===== src/rtl/debounce_multi_if.sv =====
// Front-panel debouncer bus: raw inputs in, filtered levels and strobes out.
// master drives the raw pins, slave is the debouncer.
interface debounce_multi_if #(
    parameter int CHANNELS = 4
);
    logic [CHANNELS-1:0] in;
    logic [CHANNELS-1:0] level;
    logic [CHANNELS-1:0] press_pulse;
    logic [CHANNELS-1:0] release_pulse;
    logic [CHANNELS-1:0] rpt_pulse;
    logic                any_press;

    modport master (
        output in,
        input  level,
        input  press_pulse,
        input  release_pulse,
        input  rpt_pulse,
        input  any_press
    );

    modport slave (
        input  in,
        output level,
        output press_pulse,
        output release_pulse,
        output rpt_pulse,
        output any_press
    );
endinterface


===== src/rtl/debounce_multi.sv =====
// Multi-channel button/switch debouncer with press/release strobes
// and optional auto-repeat while a button is held.
module debounce_multi #(
    parameter int CHANNELS        = 4,
    parameter int CNT_W           = 24,
    parameter int DEBOUNCE_CYCLES = 12000,
    parameter int REPEAT_EN       = 0,
    parameter int REPEAT_DELAY    = 6000000,
    parameter int REPEAT_PERIOD   = 1200000
) (
    input  logic             clk,
    input  logic             reset,
    debounce_multi_if.slave  bus
);
    typedef enum logic [1:0] {
        ST_LO,
        CHK_HI,
        ST_HI,
        CHK_LO
    } state_t;

    localparam logic [CNT_W-1:0] DB_LAST = CNT_W'(DEBOUNCE_CYCLES - 1);
    localparam logic [CNT_W-1:0] RD_LAST = CNT_W'(REPEAT_DELAY - 1);
    localparam logic [CNT_W-1:0] RP_LAST = CNT_W'(REPEAT_PERIOD - 1);
    localparam logic [CNT_W-1:0] ONE     = CNT_W'(1);

    logic [CHANNELS-1:0] s1_q, s2_q;
    logic [CHANNELS-1:0] level_d, press_d, rel_d, rpt_d;
    logic [CHANNELS-1:0] level_q, press_q, rel_q, rpt_q;
    logic                any_q;

    always_ff @(posedge clk) begin
        if (reset) begin
            s1_q    <= '0;
            s2_q    <= '0;
            level_q <= '0;
            press_q <= '0;
            rel_q   <= '0;
            rpt_q   <= '0;
            any_q   <= 1'b0;
        end else begin
            s1_q    <= bus.in;
            s2_q    <= s1_q;
            level_q <= level_d;
            press_q <= press_d;
            rel_q   <= rel_d;
            rpt_q   <= rpt_d;
            any_q   <= |press_d;
        end
    end

    for (genvar i = 0; i < CHANNELS; i++) begin : g_ch
        state_t           st_q, st_d;
        logic [CNT_W-1:0] cnt_q, cnt_d;
        logic [CNT_W-1:0] rcnt_q, rcnt_d;
        logic             ph_q, ph_d;
        logic             press_c, rel_c, rpt_c;
        logic             s;

        assign s = s2_q[i];

        always_comb begin
            st_d    = st_q;
            cnt_d   = cnt_q;
            rcnt_d  = rcnt_q;
            ph_d    = ph_q;
            press_c = 1'b0;
            rel_c   = 1'b0;
            rpt_c   = 1'b0;
            unique case (st_q)
                ST_LO: begin
                    if (s) begin
                        st_d  = CHK_HI;
                        cnt_d = ONE;
                    end
                end
                CHK_HI: begin
                    if (!s) begin
                        st_d  = ST_LO;
                        cnt_d = '0;
                    end else if (cnt_q == DB_LAST) begin
                        st_d    = ST_HI;
                        cnt_d   = '0;
                        rcnt_d  = '0;
                        press_c = 1'b1;
                    end else begin
                        cnt_d = cnt_q + ONE;
                    end
                end
                ST_HI: begin
                    if (!s) begin
                        st_d  = CHK_LO;
                        cnt_d = ONE;
                    end else if (REPEAT_EN != 0) begin
                        // First strobe waits the long delay, later ones the period
                        if ((!ph_q && rcnt_q == RD_LAST) ||
                            (ph_q && rcnt_q == RP_LAST)) begin
                            rpt_c  = 1'b1;
                            ph_d   = 1'b1;
                            rcnt_d = '0;
                        end else begin
                            rcnt_d = rcnt_q + ONE;
                        end
                    end
                end
                CHK_LO: begin
                    if (s) begin
                        st_d  = ST_HI;
                        cnt_d = '0;
                    end else if (cnt_q == DB_LAST) begin
                        st_d  = ST_LO;
                        cnt_d = '0;
                        ph_d  = 1'b0;
                        rel_c = 1'b1;
                    end else begin
                        cnt_d = cnt_q + ONE;
                    end
                end
                default: st_d = ST_LO;
            endcase
        end

        always_ff @(posedge clk) begin
            if (reset) begin
                st_q   <= ST_LO;
                cnt_q  <= '0;
                rcnt_q <= '0;
                ph_q   <= 1'b0;
            end else begin
                st_q   <= st_d;
                cnt_q  <= cnt_d;
                rcnt_q <= rcnt_d;
                ph_q   <= ph_d;
            end
        end

        assign level_d[i] = (st_d == ST_HI) || (st_d == CHK_LO);
        assign press_d[i] = press_c;
        assign rel_d[i]   = rel_c;
        assign rpt_d[i]   = rpt_c;
    end

    assign bus.level         = level_q;
    assign bus.press_pulse   = press_q;
    assign bus.release_pulse = rel_q;
    assign bus.rpt_pulse     = rpt_q;
    assign bus.any_press     = any_q;
endmodule


===== src/flat_wrapper.sv =====
// flat-port wrapper written by rule: the top's interface ports become plain ports
module debounce_multi_flat 
#(
    parameter int CHANNELS        = 4,
    parameter int CNT_W           = 24,
    parameter int DEBOUNCE_CYCLES = 12000,
    parameter int REPEAT_EN       = 0,
    parameter int REPEAT_DELAY    = 6000000,
    parameter int REPEAT_PERIOD   = 1200000
)
  (clk, reset, bus_in, bus_level, bus_press_pulse, bus_release_pulse, bus_rpt_pulse, bus_any_press);
  debounce_multi_if #(.CHANNELS(CHANNELS)) bus_i ();
  input  logic clk;
  input  logic reset;
  input wire logic [$bits(bus_i.in)-1:0] bus_in;
  output wire logic [$bits(bus_i.level)-1:0] bus_level;
  output wire logic [$bits(bus_i.press_pulse)-1:0] bus_press_pulse;
  output wire logic [$bits(bus_i.release_pulse)-1:0] bus_release_pulse;
  output wire logic [$bits(bus_i.rpt_pulse)-1:0] bus_rpt_pulse;
  output wire logic [$bits(bus_i.any_press)-1:0] bus_any_press;
  assign bus_i.in = bus_in;
  assign bus_level = bus_i.level;
  assign bus_press_pulse = bus_i.press_pulse;
  assign bus_release_pulse = bus_i.release_pulse;
  assign bus_rpt_pulse = bus_i.rpt_pulse;
  assign bus_any_press = bus_i.any_press;
  debounce_multi #(.CHANNELS(CHANNELS), .CNT_W(CNT_W), .DEBOUNCE_CYCLES(DEBOUNCE_CYCLES), .REPEAT_EN(REPEAT_EN), .REPEAT_DELAY(REPEAT_DELAY), .REPEAT_PERIOD(REPEAT_PERIOD)) u_core (.clk(clk), .reset(reset), .bus(bus_i));
endmodule

===== config.mk =====
export PLATFORM = sky130hd
export DESIGN_NAME = debounce_multi_flat
export DESIGN_NICKNAME = d
export VERILOG_FILES = /design/src/rtl/debounce_multi_if.sv /design/src/rtl/debounce_multi.sv /design/src/flat_wrapper.sv
export SDC_FILE = /design/constraint.sdc
export NUM_CORES = 1
export LEC_CHECK = 0
export ABC_CLOCK_PERIOD_IN_PS = 1960
export CORE_ASPECT_RATIO = 1.2
export CORE_MARGIN = 3
export CORE_UTILIZATION = 55
export CTS_BUF_LIST = sky130_fd_sc_hd__clkbuf_8
export DETAILED_ROUTE_END_ITERATION = 16
export PLACE_DENSITY = 0.84
export REMOVE_ABC_BUFFERS = 1
export SETUP_SLACK_MARGIN = 0.1
export SYNTH_ARGS = -nofsm -noshare
export SYNTH_HDL_FRONTEND = slang
export SYNTH_SLANG_ARGS = --single-unit

===== constraint.sdc =====
create_clock -name clk -period 1.96 [get_ports clk]
set_input_delay 0.49 -clock clk [delete_from_list [all_inputs] [get_ports clk]]
set_output_delay 0.49 -clock clk [all_outputs]
set_load 0.05 [all_outputs]

== After elaboration in Yosys (flattened, before gate mapping) ==
Cells that the tools add are included.

* Add/sub/neg operators: 4
* Equal/unequal tests: 32
* Muxes and demuxes: 64
* Bitwise gates (word level): 4
* Reductions and logical operators: 17

{| class="wikitable"
|+ Operator list
! kind !! number
|-
| 2-to-1 mux 24 bit || 20
|-
| case mux 24 bit (4 select lines) || 4
|-
| adder 24 x 1 -> 24 bit, second input constant || 4
|-
| equality test 24 x 14 -> 1 bit, second input constant || 4
|-
| 2-to-1 mux 2 bit || 24
|-
| equality test 2 bit, second input constant || 16
|-
| case mux 2 bit (4 select lines) || 4
|-
| 2-to-1 mux 1 bit || 12
|-
| OR reduction 3 bit || 4
|-
| equality test 2 x 1 -> 1 bit, second input constant || 4
|-
| zero test 2 bit || 4
|-
| inequality test 2 x 1 -> 1 bit, second input constant || 4
|-
| inequality test 2 bit, second input constant || 4
|-
| AND reduction 2 bit || 4
|-
| logical OR 1 bit || 4
|-
| NOT 1 bit || 4
|-
| OR reduction 4 bit || 1
|}

* Register bits after elaboration: 125
* Logic and storage cells: 138

== Longest topological paths before layout ==
Gate-level depths: netlist of run 1.

* Word-level depth: 6
* Gate-level depth with buffers: 7

== Least setup slack after synthesis of run 1 ==
No wires, ideal clock.

* Kind: flip-flop to flip-flop
* From: register u_core.g_ch[1].cnt_q[14]
* To: register u_core.g_ch[1].cnt_q[7]
* Arrival time: 1,792 ps
* Setup slack: 54 ps
* Stages on the path, launching flop included: 7
* Path buffers: 1
* Path through: dfxtp_1 or4_1 nor4_4 a21oi_2 o21bai_2 buf_4 nor2_1

* Word-level cells in the longest chain between the ends: 4
* Elaborated cells on any way between the ends: 5
* Classes of those cells: eq/ne (1); mux (4)

{| class="wikitable"
|+ RTL lines
! what !! line !! source
|-
| from (decl) || debounce_multi.sv:54 || <nowiki>logic [CNT_W-1:0] cnt_q, cnt_d;</nowiki>
|-
| from (signal assigned) || debounce_multi.sv:131 || <nowiki>cnt_q <= cnt_d;</nowiki>
|-
| equality test 24 x 14 -> 1 bit * || debounce_multi.sv:81, debounce_multi.sv:110 ||
|-
| 2-to-1 mux 24 bit * || debounce_multi.sv:81, debounce_multi.sv:110 ||
|-
| 2-to-1 mux 24 bit, on equally long branches || debounce_multi.sv:107, debounce_multi.sv:78 ||
|-
| case mux 24 bit (4 select lines) * || debounce_multi.sv:70 || <nowiki>unique case (st_q)</nowiki>
|}

Every way passes the cells marked *; elsewhere a longest branch is shown, timed or not.
A chain may end at the register's enable or synchronous reset.

== Worst setup path after layout of run 1 ==
* From: register u_core.g_ch[0].cnt_q[8]
* To: register u_core.g_ch[0].cnt_q[12]

* Word-level cells in the longest chain between the ends: 4
* Elaborated cells on any way between the ends: 6
* Classes of those cells: add/sub (1); eq/ne (1); mux (4)

{| class="wikitable"
|+ RTL lines
! what !! line
|-
| from (decl) || debounce_multi.sv:54
|-
| from (signal assigned) || debounce_multi.sv:131
|-
| adder 24 x 1 -> 24 bit or equality test 24 x 14 -> 1 bit (tied branches) || n/a
|-
| 2-to-1 mux 24 bit * || debounce_multi.sv:81, debounce_multi.sv:110
|-
| 2-to-1 mux 24 bit, on equally long branches || debounce_multi.sv:107, debounce_multi.sv:78
|-
| case mux 24 bit (4 select lines) * || debounce_multi.sv:70
|}

Marks and branches as above.

==> summary.txt, run 1 <==
Outcome
  • Result of the run: complete, but fails checks
  • Violations in the final reports: negative setup slack

GRT
  • First-pass GRT wire length: 23.25 mm
  • Antenna violations before repair: 0
  • Pin count of the biggest net entering global routing: 28
  • Number of global-route vias before repair: ~5000
  • GR Util All Layers: 0.2402
  • Global route overflow: 0

Detailed routing
  • Vias per cell: between 5 and 6
  • Routed vias: 5252
  • Post-Route WL: about 15 mm
  • Post-detailed-route DRC marker count: 0
  • Routed wirelength normalized by instance count: 17.21 um
  • Initial DRC Count: 402
  • Post-detailed-route count of antenna-violating nets: 0
  • 1st-pass router iterations: 5

Worst setup path
  • Cell-by-cell listing of the critical path: or4_4, nor4_2, buf_4, a211oi_4, o21bai_4, buf_12, clkbuf_16, nor2_1
  • Kind of end point of the critical path: register
  • Delay of the slowest cell on the worst path: approximately 530 ps
  • Depth of the worst register-to-register path: 8
  • Beginning of the worst register-to-register path: u_core.g_ch[0].cnt_q[8]$_SDFFE_PP0P_
  • Critical Path Source Type: register
  • Type of the worst setup path: reg2reg
  • Highest net fanout along the worst path: 5
  • Reg-to-reg critical path endpoint: u_core.g_ch[0].cnt_q[12]$_SDFFE_PP0P_
  • Master of the slowest instance on the critical path: sky130_fd_sc_hd__or4_4
  • Data arrival time of the critical path: 2330 ps
  • Internal reg-to-reg setup slack: -30 ps
  • CP Data Required Time: 2290 ps

Layout
  • Multi-input logic area: 3476 um^2
  • Layout cells sized above 1: 0.2619
  • Count of inserted antenna diode cells: 0
  • Fraction of the core area covered by cells at the end of the flow: 0.7283
  • Synth-to-layout area growth: 27.38%
  • Layout Cell Area excl Fill: 7363 um^2
  • Sequential cell area: 2517 um^2
  • Final cell count without fillers: 882
  • Count of nets after finishing: 753
  • Fillers: 660

Synth
  • Count of flip-flops with a built-in enable after synthesis: 0
  • Flip-flop cell with the highest count after synthesis: sky130_fd_sc_hd__dfxtp_1
  • Part of the Yosys area used for sequential elements: 0.4329
  • Async set or reset register ratio after synthesis: 0
  • Count of state elements after synthesis: 125
  • Number of standard cells after synthesis: 660
  • Mapped cell area: slightly below 6000 um^2
  • Avg Inst Size Synth: 8.758 um^2
  • Count of unique library cells instantiated by Yosys: 63
  • Number of warnings issued by yosys: 0

Placed design
  • Detailed Place HPWL: 8.573 mm
  • Worst slack after detailed placement: -2.800 ps
  • Routability congestion estimate from global placement: 0.8851
  • Total placed instance area: 6371 um^2
  • Quantity of I/O buffers inserted on ports: 18
  • Cell count after placement: 831

CTS
  • Largest buffer count on any clock path: 2
  • Clk sink count: 125
  • Clock slew at reported path FFs: 80 ps
  • Hold buffers post-CTS: 0
  • Clock latency on the worst-skew pair: between 400 and 500 ps
  • # H-tree levels: 4
  • Clock tree from TritonCTS: built
  • Number of clock buffers inserted by TritonCTS: 17
  • CTS root buffer: sky130_fd_sc_hd__clkbuf_8

Die
  • I/O pin total: 23
  • Die Outline Area: 11780 um^2
  • Number of placement rows: 40
  • Die Height: approximately 120 um
  • Starting density of the core: 0.5718
  • Horizontal die dimension: 99.59 um
  • Placeable core region: 10110 um^2

Timing
  • Clock tree skew after final layout: between 7 and 8 ps
  • Hold Fails Final Rpt: 0
  • Fmax: 501.7 MHz
  • Unrepaired setup endpoints after global routing: yes
  • Final slew viol count: 0
  • Final Cycle Share: 1.017
  • Final critical path time including I/O delays and setup: 1993 ps
  • Setup-violating endpoint count in the final report: 16
  • Normalized max-slew margin: 0.5821
  • Transition time at the pin with the least slew margin: 626.8 ps
  • Worst Setup Slack, final: -33.42 ps

Power
  • Combinational fraction of design power: 0.049
  • Power Density: approximately 700 nW/um^2
  • Total Power: approximately 5 mW
  • Switching part of the total: 0.2498
  • Seq pwr share: 0.513
  • Net Sw Power: 1.252 mW
  • IR Drop Worst-Case VDD: 0.5748 mV
  • Int Pwr: 3.758 mW
  • Clock power share: 0.438
  • Leakage: between 2 and 3 nW

Hold path
  • Hold path cells: 1
  • Hold Crit Start: u_core.s1_q[2]$_SDFF_PP0_
  • Hold endpoint: u_core.s2_q[2]$_SDFF_PP0_
  • Worst Hold Class: reg2reg

Run
  • Max-cap check violation count: 0
## worst max path at each step
stage | start | end | slack [ps] | depth (start not counted)
2_1_floorplan | u_core.g_ch[3].cnt_q[0]$_SDFFE_PP0P_ | u_core.g_ch[3].cnt_q[10]$_SDFFE_PP0P_ | -130 | 6
3_3_place_gp | u_core.g_ch[1].cnt_q[17]$_SDFFE_PP0P_ | u_core.g_ch[1].cnt_q[5]$_SDFFE_PP0P_ | 80 | 6
3_5_place_dp | u_core.g_ch[1].cnt_q[1]$_SDFFE_PP0P_ | u_core.g_ch[1].cnt_q[9]$_SDFFE_PP0P_ | -3 | 6
4_1_cts | u_core.g_ch[1].cnt_q[17]$_SDFFE_PP0P_ | u_core.g_ch[1].cnt_q[4]$_SDFFE_PP0P_ | 20 | 7
5_1_grt | u_core.g_ch[0].cnt_q[18]$_SDFFE_PP0P_ | u_core.g_ch[0].cnt_q[8]$_SDFFE_PP0P_ | -80 | 8
6_report | u_core.g_ch[0].cnt_q[8]$_SDFFE_PP0P_ | u_core.g_ch[0].cnt_q[12]$_SDFFE_PP0P_ | -30 | 8
## layout make-up
class	instances	area share
Multi-Input combinational cell	499	0.4720
Sequential cell	125	0.3419
Timing Repair Buffer	85	0.1043
Clock buffer	20	0.03738
Tap cell	126	0.02141
Clock inverter	12	0.01529
Inverter	15	0.007647
## synthesized netlist by cell type, drive strengths merged, types with 2 or more instances
library cell | count | share of area
o211ai | 3 | 0.0039
nand2b | 5 | 0.0054
o21bai | 5 | 0.0078
clkbuf | 13 | 0.010
nor2b | 12 | 0.013
nor3b | 2 | 0.0026
nor4 | 18 | 0.026
buf | 11 | 0.013
and4 | 11 | 0.017
a21o | 3 | 0.0039
or4 | 5 | 0.0071
a21oi | 13 | 0.013
a211oi | 5 | 0.0074
and3b | 4 | 0.0061
nand4b | 3 | 0.0045
or4b | 4 | 0.0069
nor3 | 20 | 0.017
ha | 4 | 0.0087
nor4bb | 2 | 0.0035
inv | 15 | 0.0097
xnor2 | 37 | 0.056
nor4b | 7 | 0.012
nand3 | 44 | 0.040
and3 | 14 | 0.015
or2 | 3 | 0.0032
mux2i | 5 | 0.0087
nand4 | 29 | 0.035
o31ai | 2 | 0.0026
a31oi | 2 | 0.0022
nor2 | 121 | 0.079
dfxtp | 125 | 0.43
o21ai | 7 | 0.0061
xor2 | 42 | 0.064
a22oi | 5 | 0.0065
a221o | 2 | 0.0035
or3 | 2 | 0.0024
nand2 | 46 | 0.031
## cell usage in the layout (no fill, tap or decap), types with 15 or more instances in the layout
master,netlist,layout
sky130_fd_sc_hd__nor3_1,20,18
sky130_fd_sc_hd__clkbuf_8,1,20
sky130_fd_sc_hd__inv_1,15,15
sky130_fd_sc_hd__xnor2_1,37,37
sky130_fd_sc_hd__dfxtp_1,125,113
sky130_fd_sc_hd__nand4_1,27,27
sky130_fd_sc_hd__nor2_2,0,16
sky130_fd_sc_hd__buf_4,5,60
sky130_fd_sc_hd__nand2_1,45,45
sky130_fd_sc_hd__nor2_1,121,91
sky130_fd_sc_hd__nand3_1,43,40
sky130_fd_sc_hd__xor2_1,42,40
## layer usage
metal | vias to the layer above | share of wire | global-route usage | wire length, um
li1 | 2478 | - | - | -
met1 | 2510 | 0.41 | 0.2967 | 6159
met2 | 210 | 0.51 | 0.3971 | 7673
met3 | 54 | 0.056 | 0.05431 | 856
met4 | 0 | 0.032 | 0.1059 | 489
met5 | - | 0 | 0 | 0
## power groups by stage
stage	Combinational [mW]	Clock, mW	Sequential, mW
2_1_floorplan	0.0867	0	2.62
3_3_place_gp	0.159	0	2.62
3_5_place_dp	0.165	0	2.62
4_1_cts	0.202	2.20	2.57
5_1_grt	0.261	2.33	2.57
6_report	0.247	2.19	2.57
## timing repair
action                     CTS  global route
hold endpoints to repair     0             0
cloned                       2             2
resized for setup           40            78
buffers inserted             7             8
setup endpoints to repair   82            96
pin swaps                   12            34
## critical path, delay by kind of cell (launching register included)
family | cells | cell delay (ps)
flops | 1 | 330
simple gates | 3 | 800
compound gates | 2 | 250
buf+inv | 3 | 510
## cells by family after synthesis
kind of cell               count (synthesis)  share of synthesized area
xor gates and xnor gates                  79                     0.1197
muxes                                      5                   0.008658
AOI/OAI and AO/OA                         53                    0.06731
other                                      1                  0.0006487
and+or+nand+nor                          354                     0.3297
buffers and inverters                     39                    0.03247
adders and majority gates                  4                   0.008658
DFF                                      125                     0.4329
## flip-flops by register name, indices dropped and copies added (netlist names)
| signal | flops |
|---|---|
| u_core.bus.level | 4 |
| u_core.bus.any_press | 1 |
| u_core.bus.press_pulse | 4 |
| u_core.s1_q | 4 |
| u_core.s2_q | 4 |
| u_core.g_ch.st_q | 8 |
| u_core.g_ch.cnt_q | 96 |
| u_core.bus.release_pulse | 4 |
## stage by stage
stage	TNS [ps]	hold WS [ps]
floorplan	-7704	413.8
global placement	0	416.7
detailed placement	-2.800	433.8
CTS	0	452.7
global route	-1873	466.5
finish	-276.6	451.3
No activity file was read; power rests on OpenSTA's default activity.
==> run 2, diff against run 1 <==
GPL_ROUTABILITY_DRIVEN = 0   (was default)
==> summary.txt, run 2 (synthesis gave the netlist of run 1 again) <==
CTS
  • Largest buffer count on any clock path: 2 (unchanged)
  • Clock slew at reported path FFs: 70 ps (about the same)
  • Number of clock buffers inserted by TritonCTS: 17 (unchanged)
  • CTS root buffer: sky130_fd_sc_hd__clkbuf_8
  • Hold buffers post-CTS: 0 (unchanged)
  • Clock latency on the worst-skew pair: 450 ps (about the same)
  • Clk sink count: 125 (unchanged)
  • Clock tree from TritonCTS: built
  • # H-tree levels: 4 (unchanged)

Timing
  • Fmax: 487.6 MHz (-2.8%)
  • Final critical path time including I/O delays and setup: 2051 ps (+57.60 ps)
  • Setup-violating endpoint count in the final report: 38 (+22)
  • Normalized max-slew margin: 0.5365 (-0.04565)
  • Final Cycle Share: 1.046 (+0.02939)
  • Transition time at the pin with the least slew margin: 695.3 ps (+68.47 ps)
  • Accumulated negative setup slack: -1856 ps (-1579 ps)
  • Unrepaired setup endpoints after global routing: yes
  • Hold slack: 367.3 ps (-84.03 ps)
  • Final slew viol count: 0 (unchanged)
  • Worst Setup Slack, final: -91.02 ps (-57.60 ps)
  • Clock tree skew after final layout: 14.50 ps (+6.518 ps)
  • Hold Fails Final Rpt: 0 (unchanged)

Detailed routing
  • Initial DRC Count: 456 (+13%)
  • Post-Route WL: 15.97 mm (+5.2%)
  • Vias per cell: 6.116 (+2.7%)
  • Routed vias: 5413 (+3.1%)
  • Post-detailed-route DRC marker count: 0 (unchanged)
  • Routed wirelength normalized by instance count: 18.05 um (+4.9%)
  • Post-detailed-route count of antenna-violating nets: 0 (unchanged)
  • 1st-pass router iterations: 5 (unchanged)

Die
  • Die Height: 118.3 um (unchanged)
  • Starting density of the core: 0.5718 (unchanged)
  • Die Outline Area: 11780 um^2 (unchanged)
  • Horizontal die dimension: 99.59 um (unchanged)
  • Placeable core region: 10110 um^2 (unchanged)
  • I/O pin total: 23 (unchanged)
  • Number of placement rows: 40 (unchanged)

Layout
  • Fillers: 651 (-1.4%)
  • Fraction of the core area covered by cells at the end of the flow: 0.7283 (unchanged)
  • Layout Cell Area excl Fill: 7363 um^2 (unchanged)
  • Register with the highest flop count: u_core.g_ch.cnt_q
  • Count of nets after finishing: 758 (+0.66%)
  • Synth-to-layout area growth: 27.38% (unchanged)
  • Most frequent cells in the layout: sky130_fd_sc_hd__dfxtp_1 (113), sky130_fd_sc_hd__nor2_1 (101), sky130_fd_sc_hd__buf_4 (66)
  • Count of inserted antenna diode cells: 0 (unchanged)
  • Largest registers: u_core.g_ch.cnt_q (96), u_core.g_ch.st_q (8)
  • Max reg flops: 96 (unchanged)
  • Layout cells sized above 1: 0.2556 (-0.006305)
  • Commonest non-fill, non-tap cell in the layout: sky130_fd_sc_hd__dfxtp_1

Power
  • Combinational fraction of design power: 0.043 (-0.006)
  • Clock power share: 0.464 (+0.026)
  • Seq pwr share: 0.494 (-0.019)
  • Net Sw Power: 1.156 mW (-7.7%)
  • IR Drop Worst-Case VDD: 0.7906 mV (+38%)
  • Switching part of the total: 0.2218 (-0.02808)
  • Int Pwr: 4.055 mW (+7.9%)
  • Power Density: 707.7 nW/um^2 (+4.0%)
  • Leakage: 2.763 nW (+3.5%)

Worst setup path
  • Kind of end point of the critical path: register
  • Data arrival time of the critical path: 2390 ps (+60 ps)
  • CP Data Required Time: 2300 ps (about the same)
  • Critical Path Source Type: register
  • Highest net fanout along the worst path: 7 (+2)
  • Depth of the worst register-to-register path: 7 (-1)
  • Type of the worst setup path: reg2reg

Run
  • Max-cap check violation count: 0 (unchanged)

GRT
  • Antenna violations before repair: 0 (unchanged)
  • First-pass GRT wire length: 23.60 mm (+1.5%)
  • Number of global-route vias before repair: 5134 (+2.3%)
  • Global route overflow: 0 (unchanged)
  • GR Util All Layers: 0.2439 (+0.003737)
  • Pin count of the biggest net entering global routing: 24 (-14%)

Hold path
  • Hold path cells: 2 (+1)
  • Worst Hold Class: in2reg

Outcome
  • Violations in the final reports: negative setup slack
  • Result of the run: complete, but fails checks

Placed design
  • Worst slack after detailed placement: -3.868 ps (-1.068 ps)
  • Total placed instance area: 6381 um^2 (+0.16%)
  • Detailed Place HPWL: 8.925 mm (+4.1%)
  • Quantity of I/O buffers inserted on ports: 18 (unchanged)
[run 2: changes by cell type in the layout (fill, tap and decap cells not counted), moves of 5 or more]
cell                         previous run  this run
sky130_fd_sc_hd__clkinvlp_4             8         0
sky130_fd_sc_hd__buf_4                 60        66
sky130_fd_sc_hd__nor2_1                91       101
sky130_fd_sc_hd__nor2_2                16        11
sky130_fd_sc_hd__nor2_4                14         9
[run 2: cell type report]
class	count	area [um^2]	area share
clock buffers	19	261.5	0.03551
clock inverters	11	151.4	0.02056
inverters	15	56.30	0.007647
multi-input cells	499	3465	0.4705
flip-flops and latches	125	2517	0.3419
well taps	126	157.7	0.02141
repair buffers	90	754.5	0.1025
[run 2: worst max-delay path, cell delays in order (launching register included)]
cell	delay, ps
sky130_fd_sc_hd__dfxtp_2	320
sky130_fd_sc_hd__or4_4	570
sky130_fd_sc_hd__nor4_4	410
sky130_fd_sc_hd__buf_4	200
sky130_fd_sc_hd__a21oi_4	90
sky130_fd_sc_hd__o21bai_4	160
sky130_fd_sc_hd__buf_6	150
sky130_fd_sc_hd__nor2_1	50
[run 2: path summary, 6_finish.rpt]
check	end	start	slack, ps
worst max-delay path	u_core.g_ch[1].cnt_q[4]$_SDFFE_PP0P_	u_core.g_ch[1].cnt_q[17]$_SDFFE_PP0P_	-90
worst min-delay path	u_core.bus.level[2]$_SDFF_PP0_	reset	370
worst max register to register	u_core.g_ch[1].cnt_q[4]$_SDFFE_PP0P_	u_core.g_ch[1].cnt_q[17]$_SDFFE_PP0P_	-90
worst min register to register	u_core.s2_q[2]$_SDFF_PP0_	u_core.s1_q[2]$_SDFF_PP0_	450
[run 2: what timing repair did]
| item | 4_1_cts | 5_1_grt |
|---|---|---|
| resized for setup | 30 | 82 |
| setup endpoints to repair | 82 | 100 |
| pin swaps | 0 | 38 |
| gates cloned | 1 | 1 |
| buffers inserted | 6 | 13 |
[run 2: stage by stage]
stage / cells / total power [mW]
floorplan: 639 / 2.709
global placement: 834 / 2.783
detailed placement: 834 / 2.790
CTS: 871 / 5.172
global route: 885 / 5.338
finish: 885 / 5.211
[run 2: metal layers]
| layer | part of all wire | global-route usage | up-vias | wire, um |
|---|---|---|---|---|
| met5 | 0 | 0 | - | 0 |
| met4 | 0.035 | 0.1008 | 0 | 556 |
| met3 | 0.062 | 0.05844 | 56 | 984 |
| met2 | 0.51 | 0.4168 | 280 | 8076 |
| met1 | 0.40 | 0.2903 | 2585 | 6355 |
| li1 | - | - | 2492 | - |
[run 2: power groups by stage]
| stage | Clock, mW | Sequential (mW) | Combinational, mW |
|---|---|---|---|
| after CTS | 2.42 | 2.57 | 0.188 |
| after floorplan | 0 | 2.62 | 0.0867 |
| final | 2.42 | 2.57 | 0.223 |
| after global placement | 0 | 2.62 | 0.158 |
| after detailed placement | 0 | 2.63 | 0.164 |
| after global routing | 2.53 | 2.57 | 0.238 |
